### config.mk
export PLATFORM = sky130hd
export DESIGN_NAME = mac_bank_ctrl
export DESIGN_NICKNAME = d
export VERILOG_FILES = /design/src/rtl/mac_ctrl_pkg.sv /design/src/rtl/mac_ctrl_vld_pipe.sv /design/src/rtl/mac_bank_ctrl.sv
export SDC_FILE = /design/constraint.sdc
export NUM_CORES = 1
export LEC_CHECK = 0
export CAP_MARGIN = 20
export CORE_AREA = 2 2 89 155
export CTS_BUF_LIST = sky130_fd_sc_hd__clkbuf_16
export DETAILED_ROUTE_END_ITERATION = 10
export DIE_AREA = 0 0 91 157
export PLACE_DENSITY = 0.78
export RECOVER_POWER = 25
export SYNTH_ARGS = -nofsm -noshare
export SYNTH_HDL_FRONTEND = slang
export SYNTH_SLANG_ARGS = --single-unit
export TNS_END_PERCENT = 5
### constraint.sdc
create_clock -name clk -period 3.89 [get_ports clk]
set_input_delay 0.5835 -clock clk [delete_from_list [all_inputs] [get_ports clk]]
set_output_delay 0.5835 -clock clk [all_outputs]
set_load 0.02 [all_outputs]
### src/rtl/mac_ctrl_pkg.sv
// Shared types and constants for the MAC bank sequencer.
package mac_ctrl_pkg;

    localparam int NUM_MAC     = 12;
    localparam int DIN_W       = 128;
    localparam int WGT_W       = 73;
    localparam int OUT_W       = 20;
    localparam int MAC_LAT_DEF = 4;

    typedef enum logic [1:0] {
        ST_IDLE  = 2'd0,
        ST_ISSUE = 2'd1,
        ST_DRAIN = 2'd2,
        ST_DONE  = 2'd3
    } state_e;

    // Per-beat flags carried down the delay pipes.
    typedef struct packed {
        logic vld;
        logic first;
        logic last;
    } vld_flags_t;

endpackage

### src/rtl/mac_ctrl_vld_pipe.sv
// Fixed-depth shift register for beat flags (vld, first, last), synchronous clear.
module mac_ctrl_vld_pipe
    import mac_ctrl_pkg::*;
#(
    parameter int DEPTH = 1
) (
    input  logic       clk,
    input  logic       clr_i,
    input  vld_flags_t flags_i,
    output vld_flags_t flags_o
);

    vld_flags_t pipe_q [DEPTH];

    // Shift flags one stage per cycle; clear drops everything in flight.
    always_ff @(posedge clk) begin
        if (clr_i) begin
            for (int i = 0; i < DEPTH; i++) begin
                pipe_q[i] <= '0;
            end
        end else begin
            pipe_q[0] <= flags_i;
            for (int i = 1; i < DEPTH; i++) begin
                pipe_q[i] <= pipe_q[i-1];
            end
        end
    end

    assign flags_o = pipe_q[DEPTH-1];

endmodule

### src/rtl/mac_bank_ctrl.sv
// Sequencer for the 12-lane MAC bank: latches a job on start, issues one
// buffer read per beat, and delays beat flags to line up with bank outputs.
// Optional macro MAC_CTRL_PERF_EN adds busy/stall cycle counters.
//
// state    | meaning
// ---------+-----------------------------------------------------------
// ST_IDLE  | waiting for start_i; cfg latched on acceptance
// ST_ISSUE | one read per unstalled cycle, beat/tile counters advance
// ST_DRAIN | wait MAC_LAT+1 cycles for the last beat to leave the bank
// ST_DONE  | one-cycle done_o pulse, then back to idle
module mac_bank_ctrl
    import mac_ctrl_pkg::*;
#(
    parameter int MAC_LAT = MAC_LAT_DEF,
    parameter int CNT_W   = 16,
    parameter int ADDR_W  = 12
) (
    input  logic              clk,
    input  logic              rst,
    input  logic              start_i,
    input  logic [CNT_W-1:0]  cfg_beats_i,
    input  logic [CNT_W-1:0]  cfg_tiles_i,
    input  logic [ADDR_W-1:0] cfg_din_base_i,
    input  logic [ADDR_W-1:0] cfg_wgt_base_i,
    input  logic              stall_i,
    output logic              buf_rd_en_o,
    output logic [ADDR_W-1:0] din_addr_o,
    output logic [ADDR_W-1:0] wgt_addr_o,
    output logic              mac_vld_o,
    output logic              out_vld_o,
    output logic              out_first_o,
    output logic              out_last_o,
    output logic              busy_o,
    output logic              done_o
`ifdef MAC_CTRL_PERF_EN
    ,
    output logic [31:0]       perf_busy_cyc_o,
    output logic [31:0]       perf_stall_cyc_o
`endif
);

    // Wide enough to hold MAC_LAT even when MAC_LAT is 0.
    localparam int DRAIN_W = $clog2(MAC_LAT + 2);

    state_e              state_q,    state_d;
    logic [CNT_W-1:0]    n_q,        n_d;
    logic [CNT_W-1:0]    t_q,        t_d;
    logic [ADDR_W-1:0]   din_base_q, din_base_d;
    logic [ADDR_W-1:0]   wgt_base_q, wgt_base_d;
    logic [CNT_W-1:0]    beat_q,     beat_d;
    logic [CNT_W-1:0]    tile_q,     tile_d;
    logic [ADDR_W-1:0]   wgt_off_q,  wgt_off_d;
    logic [DRAIN_W-1:0]  drain_q,    drain_d;

    logic       issue;
    logic       last_beat;
    logic       last_tile;
    logic       start_acc;
    vld_flags_t issue_flags;
    vld_flags_t mac_flags;
    vld_flags_t out_flags;
    logic       unused_mac_flags;

    assign issue     = (state_q == ST_ISSUE) && !stall_i;
    assign last_beat = (beat_q == n_q - CNT_W'(1));
    assign last_tile = (tile_q == t_q - CNT_W'(1));
    assign start_acc = (state_q == ST_IDLE) && start_i;

    // State and job registers.
    always_ff @(posedge clk) begin
        if (rst) begin
            state_q    <= ST_IDLE;
            n_q        <= '0;
            t_q        <= '0;
            din_base_q <= '0;
            wgt_base_q <= '0;
            beat_q     <= '0;
            tile_q     <= '0;
            wgt_off_q  <= '0;
            drain_q    <= '0;
        end else begin
            state_q    <= state_d;
            n_q        <= n_d;
            t_q        <= t_d;
            din_base_q <= din_base_d;
            wgt_base_q <= wgt_base_d;
            beat_q     <= beat_d;
            tile_q     <= tile_d;
            wgt_off_q  <= wgt_off_d;
            drain_q    <= drain_d;
        end
    end

    // Next-state logic: job latch, beat/tile walk, drain down-counter.
    always_comb begin
        state_d    = state_q;
        n_d        = n_q;
        t_d        = t_q;
        din_base_d = din_base_q;
        wgt_base_d = wgt_base_q;
        beat_d     = beat_q;
        tile_d     = tile_q;
        wgt_off_d  = wgt_off_q;
        drain_d    = drain_q;

        case (state_q)
            ST_IDLE: begin
                if (start_i) begin
                    n_d        = cfg_beats_i;
                    t_d        = cfg_tiles_i;
                    din_base_d = cfg_din_base_i;
                    wgt_base_d = cfg_wgt_base_i;
                    beat_d     = '0;
                    tile_d     = '0;
                    wgt_off_d  = '0;
                    if ((cfg_beats_i == '0) || (cfg_tiles_i == '0)) begin
                        state_d = ST_DONE;
                    end else begin
                        state_d = ST_ISSUE;
                    end
                end
            end
            ST_ISSUE: begin
                if (!stall_i) begin
                    // Weight offset runs continuously across tiles (tile*N + beat).
                    wgt_off_d = wgt_off_q + ADDR_W'(1);
                    if (last_beat) begin
                        beat_d = '0;
                        tile_d = tile_q + CNT_W'(1);
                        if (last_tile) begin
                            state_d = ST_DRAIN;
                            drain_d = DRAIN_W'(MAC_LAT);
                        end
                    end else begin
                        beat_d = beat_q + CNT_W'(1);
                    end
                end
            end
            ST_DRAIN: begin
                if (drain_q == '0) begin
                    state_d = ST_DONE;
                end else begin
                    drain_d = drain_q - DRAIN_W'(1);
                end
            end
            ST_DONE: begin
                state_d = ST_IDLE;
            end
            default: begin
                state_d = ST_IDLE;
            end
        endcase
    end

    // Input addresses restart each tile so the same activations meet every tile's weights.
    assign buf_rd_en_o = issue;
    assign din_addr_o  = din_base_q + ADDR_W'(beat_q);
    assign wgt_addr_o  = wgt_base_q + wgt_off_q;
    assign busy_o      = (state_q != ST_IDLE);
    assign done_o      = (state_q == ST_DONE);

    assign issue_flags.vld   = issue;
    assign issue_flags.first = issue && (beat_q == '0);
    assign issue_flags.last  = issue && last_beat;

    mac_ctrl_vld_pipe #(
        .DEPTH (1)
    ) u_mac_pipe (
        .clk     (clk),
        .clr_i   (rst),
        .flags_i (issue_flags),
        .flags_o (mac_flags)
    );

    mac_ctrl_vld_pipe #(
        .DEPTH (1 + MAC_LAT)
    ) u_out_pipe (
        .clk     (clk),
        .clr_i   (rst),
        .flags_i (issue_flags),
        .flags_o (out_flags)
    );

    // The bank only needs the strobe; first/last of the short pipe are not consumed.
    assign mac_vld_o        = mac_flags.vld;
    assign unused_mac_flags = mac_flags.first ^ mac_flags.last;

    assign out_vld_o   = out_flags.vld;
    assign out_first_o = out_flags.first;
    assign out_last_o  = out_flags.last;

`ifdef MAC_CTRL_PERF_EN
    logic [31:0] perf_busy_q;
    logic [31:0] perf_stall_q;

    // Saturating busy/stall counters, cleared when a job is accepted.
    always_ff @(posedge clk) begin
        if (rst || start_acc) begin
            perf_busy_q  <= '0;
            perf_stall_q <= '0;
        end else begin
            if ((state_q != ST_IDLE) && (perf_busy_q != '1)) begin
                perf_busy_q <= perf_busy_q + 32'd1;
            end
            if ((state_q == ST_ISSUE) && stall_i && (perf_stall_q != '1)) begin
                perf_stall_q <= perf_stall_q + 32'd1;
            end
        end
    end

    assign perf_busy_cyc_o  = perf_busy_q;
    assign perf_stall_cyc_o = perf_stall_q;
`else
    logic unused_start_acc;
    assign unused_start_acc = start_acc;
`endif

endmodule

Word level (Yosys, flattened, before mapping)
Memory sizes are Yosys's and may differ from the RTL's.
Cells that the tools add are included.
{"block": "word_totals", "in_bits": 60, "mem_bits_rw": 18, "word_cells": 86, "out_inout_bits": 31, "register_bits": 105, "n_memories": 2}
{"name": "u_out_pipe.pipe_q", "words": 5, "width": 3, "read_ports": 5, "rd_ports_with_merged_regs": 0, "write_ports": 5, "line": "mac_ctrl_vld_pipe.sv:13", "text": "vld_flags_t pipe_q [DEPTH];"}
{"name": "u_mac_pipe.pipe_q", "words": 1, "width": 3, "read_ports": 1, "rd_ports_with_merged_regs": 0, "write_ports": 1, "line": "mac_ctrl_vld_pipe.sv:13"}
{"block": "op_classes", "muxes": 32, "bitwise": 5, "n_reduce_logical": 19, "eq_ne": 11, "addsub": 8}
{"cell": "16-bit 2-to-1 mux", "count": 5}
{"cell": "16-bit case mux with 2 select lines", "count": 2}
{"cell": "16-bit logical NOT", "count": 3}
{"cell": "16-bit by 1-bit adder with 16-bit output (second input constant)", "count": 2}
{"cell": "16-bit == test", "count": 2}
{"cell": "16-bit by 1-bit subtractor with 16-bit output (second input constant)", "count": 2}
{"cell": "3-bit 2-to-1 mux", "count": 10}
{"cell": "12-bit adder", "count": 2}
{"cell": "12-bit 2-to-1 mux", "count": 2}
{"cell": "12-bit case mux with 2 select lines", "count": 1}
{"cell": "12-bit by 1-bit adder with 12-bit output (second input constant)", "count": 1}
{"cell": "2-bit 2-to-1 mux", "count": 6}
{"cell": "2-bit inequality test (second input constant)", "count": 6}
{"cell": "5-bit AND reduction", "count": 2}
{"cell": "2-bit case mux with 4 select lines", "count": 1}
{"cell": "3-bit case mux with 2 select lines", "count": 1}
{"cell": "2-bit nonzero test", "count": 3}
{"cell": "1-bit OR", "count": 5}
{"cell": "2-bit == test (second input constant)", "count": 2}
{"cell": "1-bit 2-to-1 mux", "count": 4}
{"cell": "4-bit AND reduction", "count": 1}
{"cell": "1-bit logical AND", "count": 3}
{"cell": "3-bit logical NOT", "count": 1}
{"cell": "3-bit AND reduction", "count": 1}
{"cell": "other kinds (7)", "count": 7}

Depth between registers and ports, before layout
Gate-level depths: netlist of run 1.
{"block": "logic_depth", "word_depth": 6, "depth_mapped": 13, "depth_no_buf": 11}

Modules after synthesis
Synthesis of run 1 repeated with hierarchy kept, for this count alone.
{"block": "unflattened", "cells_unflattened": 896, "area_unflattened_um2": 7139.3}
{"mod": "mac_bank_ctrl", "area_per_inst_um2": 6605.1, "instances": 1, "cells_per_inst": 856}
{"mod": "mac_ctrl_vld_pipe (u_out_pipe)", "area_per_inst_um2": 455.4, "instances": 1, "cells_per_inst": 34}
{"mod": "mac_ctrl_vld_pipe (u_mac_pipe)", "area_per_inst_um2": 78.8, "instances": 1, "cells_per_inst": 6}

Worst setup path before layout of run 1
Ideal clock, no wire load.
{"block": "synth_path", "kind": "register to output", "from": "register beat_q[1]", "to": "output din_addr_o[10]", "t_arrival_ps": 2899, "path_stages_with_launch": 12, "setup_slack_ps": 407, "n_path_buf": 1, "cell_sequence": "dfxtp_1 clkbuf_1 inv_1 fa_1 nor2b_1 o21ai_0 a21boi_0 o21ai_0 a21oi_1 o21ai_0 nor2b_1 o311ai_0"}
{"block": "synth_via", "elab_chain_cells": 1}
{"item": "from (decl)", "line": "mac_bank_ctrl.sv:50", "text": "logic [CNT_W-1:0] beat_q, beat_d;"}
{"item": "from (signal assigned)", "line": "mac_bank_ctrl.sv:87", "text": "beat_q <= beat_d;"}
{"item": "12-bit adder", "line": "mac_bank_ctrl.sv:157", "text": "assign din_addr_o = din_base_q + ADDR_W'(beat_q);"}
{"item": "to (decl)", "line": "mac_bank_ctrl.sv:27", "text": "output logic [ADDR_W-1:0] din_addr_o,"}
Every way passes these cells.

Worst setup path in the final report of run 1
{"block": "layout_path", "from": "register beat_q[1]", "to": "output din_addr_o[9]"}
The elaborated chain is that of the path after synthesis.

==> results.cfg, run 1 <==
[status]
outcome = complete, but fails checks
violations = capacitance limit, slew limit

[power_and_ir_drop]
p_int_mw = 3.07
power.density_nw_per_um2 = 563
p_leak_nw = 3.40
p_clk_frac = 0.319
p_seq_frac = 0.303
p_switching_mw = 1.86
ir_drop_mv = 0.411
power_mw = 4.93
p_sw_frac = 0.378
combPwrFrac = 0.378

[global_route]
grt_pass1_wl_mm = 30.8
grt_pass1_vias = 6596
track_usage = 0.267
antenna_found_initial = 0
overflow = 0
grt_max_degree = 65

[place]
dpl_worst_slack_ns = 0.290
io_buffer_count = 90
dp_hpwl_mm = 13.9
placed_cells = 1136
routabilityCongestion = 0.933

[synth]
mappedNetlistArea_sq_um = 7150
synth_top_area_cell = dfxtp_1
seq_area_frac_synth = 0.336
avgSynthCellArea_sq_um = 7.87
ys_ff_latch = 120
ys.flop_type = dfxtp_1
syn_inst = 908
synth-edff-count = 0
synth_top_area_share = 0.336
synth_fp_nets = 1004
synthArstFlopShare = 0
ys_warn_count = 0
netlist_top_cells_area = dfxtp_1 (34%), nand2_1 (8.0%), ha_1 (6.0%)
ys_types = 67

[layout]
seqCellArea_sq_um = 2400
layout-drive-gt1-share = 0.0632
nets = 1080
antenna_cells = 0
layout_common_cells = nand2_1 (153), dfxtp_1 (119), clkdlybuf4s50_1 (78), a21oi_1 (76), nor2_1 (75)
multi_input_comb_area_sq_um = 4420
area_delta_synth_final_pct = 22.6
layout_commonest_cell = nand2_1
final_cells = 1168
fillers = 1129

[job]
cap_violations = 1

[drt]
routed_wirelength_mm = 18.6
highest_layer = met4
drc = 0
wl_met2_mm = 10.2
drt-wirelength-per-cell_um = 15.9
dr_wl_met3_um = 733
vias = 6687
firstDrtPassIters = 5
drt-met1-wl_mm = 6.95
drtAntennaViolNets = 0
drtIter0Drc = 291
via_per_inst = 5.73

[setup_path]
start_kind = flip-flop
cp.arrival_ns = 3.12
crit_path_end_kind = output pin
cp_data_required_time_ns = 3.31
crit_type = flip-flop to output pin
path_max_fanout = 9

[min_path]
hold_path_class = flip-flop to flip-flop

[timing]
hold_viol = 0
worst_slack_ns = 0.182
rsz0062_at_grt = yes
drv_slew = 51
max_freq_mhz = 270
finClkSkew_ns = 0.00787
layout_min_cycle_time_ns = 3.71
slew_headroom = -0.211
finalSetupViolations = 0
period_share = 0.953
whs_ns = 0.432
worst_pin_slew_ns = 1.82

[clocking]
root_buffer = clkbuf_16
cts_buffers = 17
clkSinkCount = 120
post_cts_buffers = 0
htreeDepth = 4
cts.path.max_buffers = 2
clk_latency_ns = 0.41
clk_pin_slew_worst_paths_ns = 0.06
cts_tree = built

[floorplan]
die-area_sq_um = 14300
die_w_um = 91
io_pins = 91
die_h_um = 157
rows = 55
core_area_sq_um = 12900
start_util = 0.552
-- logic make-up after synthesis --
kind of cell               share of synthesized area
AOI/OAI and AO/OA                              0.155
xor gates and xnor gates                       0.101
adders and majority gates                     0.0651
buffers and inverters                         0.0459
DFF                                            0.336
muxes                                         0.0228
and+or+nand+nor                                0.274
-- through the flow --
step	TNS (ns)	instance area (sq um)	util
global route	-0.0817	8760	0.677
floorplan	0	7150	-
detailed placement	0	8170	0.632
global placement	0	8170	0.632
CTS	0	8760	0.677
finish	0	8760	0.677
-- area by class of cell --
cell class,instances,area share
Clock buffer,17,0.0486
Clock inverter,15,0.0191
Inverter,35,0.0150
Multi-Input combinational cell,705,0.504
Sequential cell,120,0.274
Tap cell,171,0.0244
Timing Repair Buffer,105,0.114
-- per-layer routing --
layer  up-vias  global-route usage
met3        52              0.0426
met5         -                   0
met4         0               0.129
met1      3104               0.264
li1       3330                   -
met2       201               0.528
-- Yosys cell counts (all sizes together) (17+ instances only) --
| cell | number |
|---|---|
| ha | 34 |
| nor2b | 27 |
| nor4 | 19 |
| nor3 | 19 |
| nand4 | 17 |
| xor2 | 35 |
| clkbuf | 39 |
| nand2 | 153 |
| nand3 | 34 |
| nor2 | 75 |
| xnor2 | 47 |
| a21oi | 76 |
| dfxtp | 120 |
| o21ai | 22 |
| inv | 35 |
-- path summary, 6_finish.rpt --
check | from | end | slack [ns] | cells past startpoint
worst max register to register | n_q[0] | state_q[0] | 0.62 | 11
worst min-delay path | u_out_pipe.pipe_q[0][6] | u_out_pipe.pipe_q[0][9] | 0.43 | 1
worst min register to register | u_out_pipe.pipe_q[0][6] | u_out_pipe.pipe_q[0][9] | 0.43 | 1
worst max-delay path | beat_q[1] | din_addr_o[9] | 0.18 | 11
-- worst max-delay path, cell delays in order, from the launching register on --
cell	delay, ns
dfxtp_1	0.31
buf_4	0.17
ha_1	0.28
a21o_1	0.11
a21oi_1	0.08
nand2b_1	0.14
a21boi_0	0.28
nor3_1	0.11
o31ai_1	0.36
nor2_1	0.09
xnor2_1	0.16
clkdlybuf4s50_1	0.62
-- state kept, by name, summed over array words and instances, names as in the netlist --
register,cells
drain_q,3
n_q,16
t_q,16
wgt_off_q,12
din_base_q,12
u_mac_pipe.pipe_q,2
tile_q,16
beat_q,16
wgt_base_q,12
state_q,2
u_out_pipe.pipe_q,13
-- power by group through the flow --
stage / clock, mW / combinational, mW / sequential (mW)
6_report: 1.57 / 1.86 / 1.49
5_1_grt: 1.64 / 2.06 / 1.51
4_1_cts: 1.58 / 1.86 / 1.49
3_5_place_dp: 0 / 1.85 / 1.52
3_3_place_gp: 0 / 1.83 / 1.51
2_1_floorplan: 0 / 1.33 / 1.47
-- what timing repair did --
action                                  in CTS  in global routing
cloned                                       0                  0
pin swaps                                    0                  0
hold buffers                                 0                  0
gates resized for setup                      4                  6
endpoints found under the setup margin       4                  4
(Power assumes the default switching activity.)
==> run 2: changes to the inputs <==
Settings changed: CORE_AREA 2 2 89 155 to 2 2 87 152, CTS_BUF_LIST sky130_fd_sc_hd__clkbuf_16 to sky130_fd_sc_hd__clkbuf_4, DIE_AREA 0 0 91 157 to 0 0 89 154, PLACE_DENSITY 0.78 to 0.81.
==> results.cfg, run 2 (synthesis gave the netlist of run 1 again) <==
[clocking]
root_buffer = clkbuf_4
post_cts_buffers = 0
clk_pin_slew_worst_paths_ns = 0.12
clkSinkCount = 120
clk_latency_ns = 0.56
cts.path.max_buffers = 2
cts_buffers = 17
cts_tree = built
htreeDepth = 4
postCtsHoldBufs = 0

[setup_path]
path_max_fanout = 2
cp.arrival_ns = 3.07
path_common_cell = o21ai_0
start_kind = flip-flop
crit_type = flip-flop to output pin
crit_path_end_kind = output pin
slowest_stage = fa_1
slowest_delay_ns = 0.39
cp_data_required_time_ns = 3.31
crit_chain = ha_1 -> inv_1 -> fa_1 -> nor2b_1 -> o21ai_0 -> a21boi_1 -> o21ai_0 -> a21oi_1 -> o21ai_0 -> nor2b_1 -> o311ai_0 -> buf_2
r2r_setup_slack_ns = 0.42

[power_and_ir_drop]
power_mw = 4.22
ir_drop_mv = 0.285
p_leak_nw = 3.26
power.density_nw_per_um2 = 499

[timing]
layout_min_cycle_time_ns = 3.66
max_freq_mhz = 273
drv_slew = 25
worst_slack_ns = 0.233
period_share = 0.940
finalSetupViolations = 0
rsz0062_at_grt = no
hold_viol = 0
worst_pin_slew_ns = 1.60
slew_headroom = -0.0667
finClkSkew_ns = 0.0220

[layout]
layout-drive-gt1-share = 0.0653
layout_common_cells = nand2_1 (152), dfxtp_1 (120), clkdlybuf4s50_1 (81), a21oi_1 (76), nor2_1 (75)
nets = 1079
layout_commonest_cell = nand2_1
fillers = 1070
area_delta_synth_final_pct = 18.4

[floorplan]
die_w_um = 89
io_pins = 91
die_h_um = 154
core_area_sq_um = 12400
start_util = 0.575
die-area_sq_um = 13700
rows = 54

[drt]
drtIter0Drc = 344
drtAntennaViolNets = 0
drc = 0
routed_wirelength_mm = 18.4
firstDrtPassIters = 5
vias = 6730
drt-wirelength-per-cell_um = 15.8
via_per_inst = 5.78

[global_route]
grt_max_degree = 57
antenna_found_initial = 1
grt_pass1_vias = 6576
overflow = 0
track_usage = 0.278
grt_pass1_wl_mm = 30.2

[min_path]
hold_path_class = flip-flop to flip-flop

[place]
dpl_worst_slack_ns = 0.279
routabilityCongestion = 0.924
dp_hpwl_mm = 13.7
io_buffer_count = 90

[status]
outcome = complete, but fails checks
violations = capacitance limit, slew limit

[job]
cap_violations = 1
run 2: where the power goes:
group,internal (mW),switching [mW],leakage (nW),total [mW]
clock,0.315,0.519,0.122,0.834
sequential,1.36,0.135,0.976,1.49
combinational,0.775,1.12,2.16,1.89
run 2: area by class of cell:
class / count / area (sq um) / share of cell area
Timing Repair Buffer: 104 / 1030 / 0.121
Multi-Input combinational cell: 705 / 4430 / 0.524
Antenna cell: 1 / 2.50 / 0.000296
Clock buffer: 17 / 128 / 0.0151
Inverter: 35 / 131 / 0.0155
Clock inverter: 14 / 129 / 0.0152
Sequential cell: 120 / 2400 / 0.284
Tap cell: 168 / 210 / 0.0248
run 2: metal layers:
layer / share of wire / track usage / wire (um)
met3: 0.041 / 0.0510 / 756
met2: 0.56 / 0.524 / 10300
met4: 0.026 / 0.118 / 479
met1: 0.37 / 0.288 / 6890
met5: 0 / 0 / 0
run 2: what timing repair did:
item                       4_1_cts  5_1_grt
resized for setup               10       13
setup endpoints to repair        6        8
pin swaps                        0        1
run 2: worst max-delay path: cells and delay by family (launching register included):
| kind | cells | cell delay (ns) |
|---|---|---|
| flops | 1 | 0.35 |
| fa+ha+maj | 2 | 0.56 |
| buf+inv | 2 | 0.28 |
| compound gates | 6 | 1.04 |
| simple gates | 2 | 0.28 |
run 2: worst paths after layout:
path / startpoint / endpoint / depth (start not counted)
setup reg to reg: n_q[0] / state_q[0] / 11
setup / recovery: din_base_q[0] / din_addr_o[10] / 12
hold / removal: u_out_pipe.pipe_q[0][8] / u_out_pipe.pipe_q[0][11] / 1
hold reg to reg: u_out_pipe.pipe_q[0][8] / u_out_pipe.pipe_q[0][11] / 1
run 2: stage by stage:
step | area, sq um | setup TNS [ns] | util | hold slack [ns] | std cells
2_1_floorplan | 7150 | 0 | - | 0.414 | 908
4_1_cts | 8410 | -0.0839 | 0.676 | 0.445 | 1161
5_1_grt | 8460 | 0 | 0.681 | 0.464 | 1164
6_report | 8460 | 0 | 0.681 | 0.441 | 1164
3_3_place_gp | 8150 | 0 | 0.655 | 0.422 | 1130
3_5_place_dp | 8150 | 0 | 0.655 | 0.428 | 1130
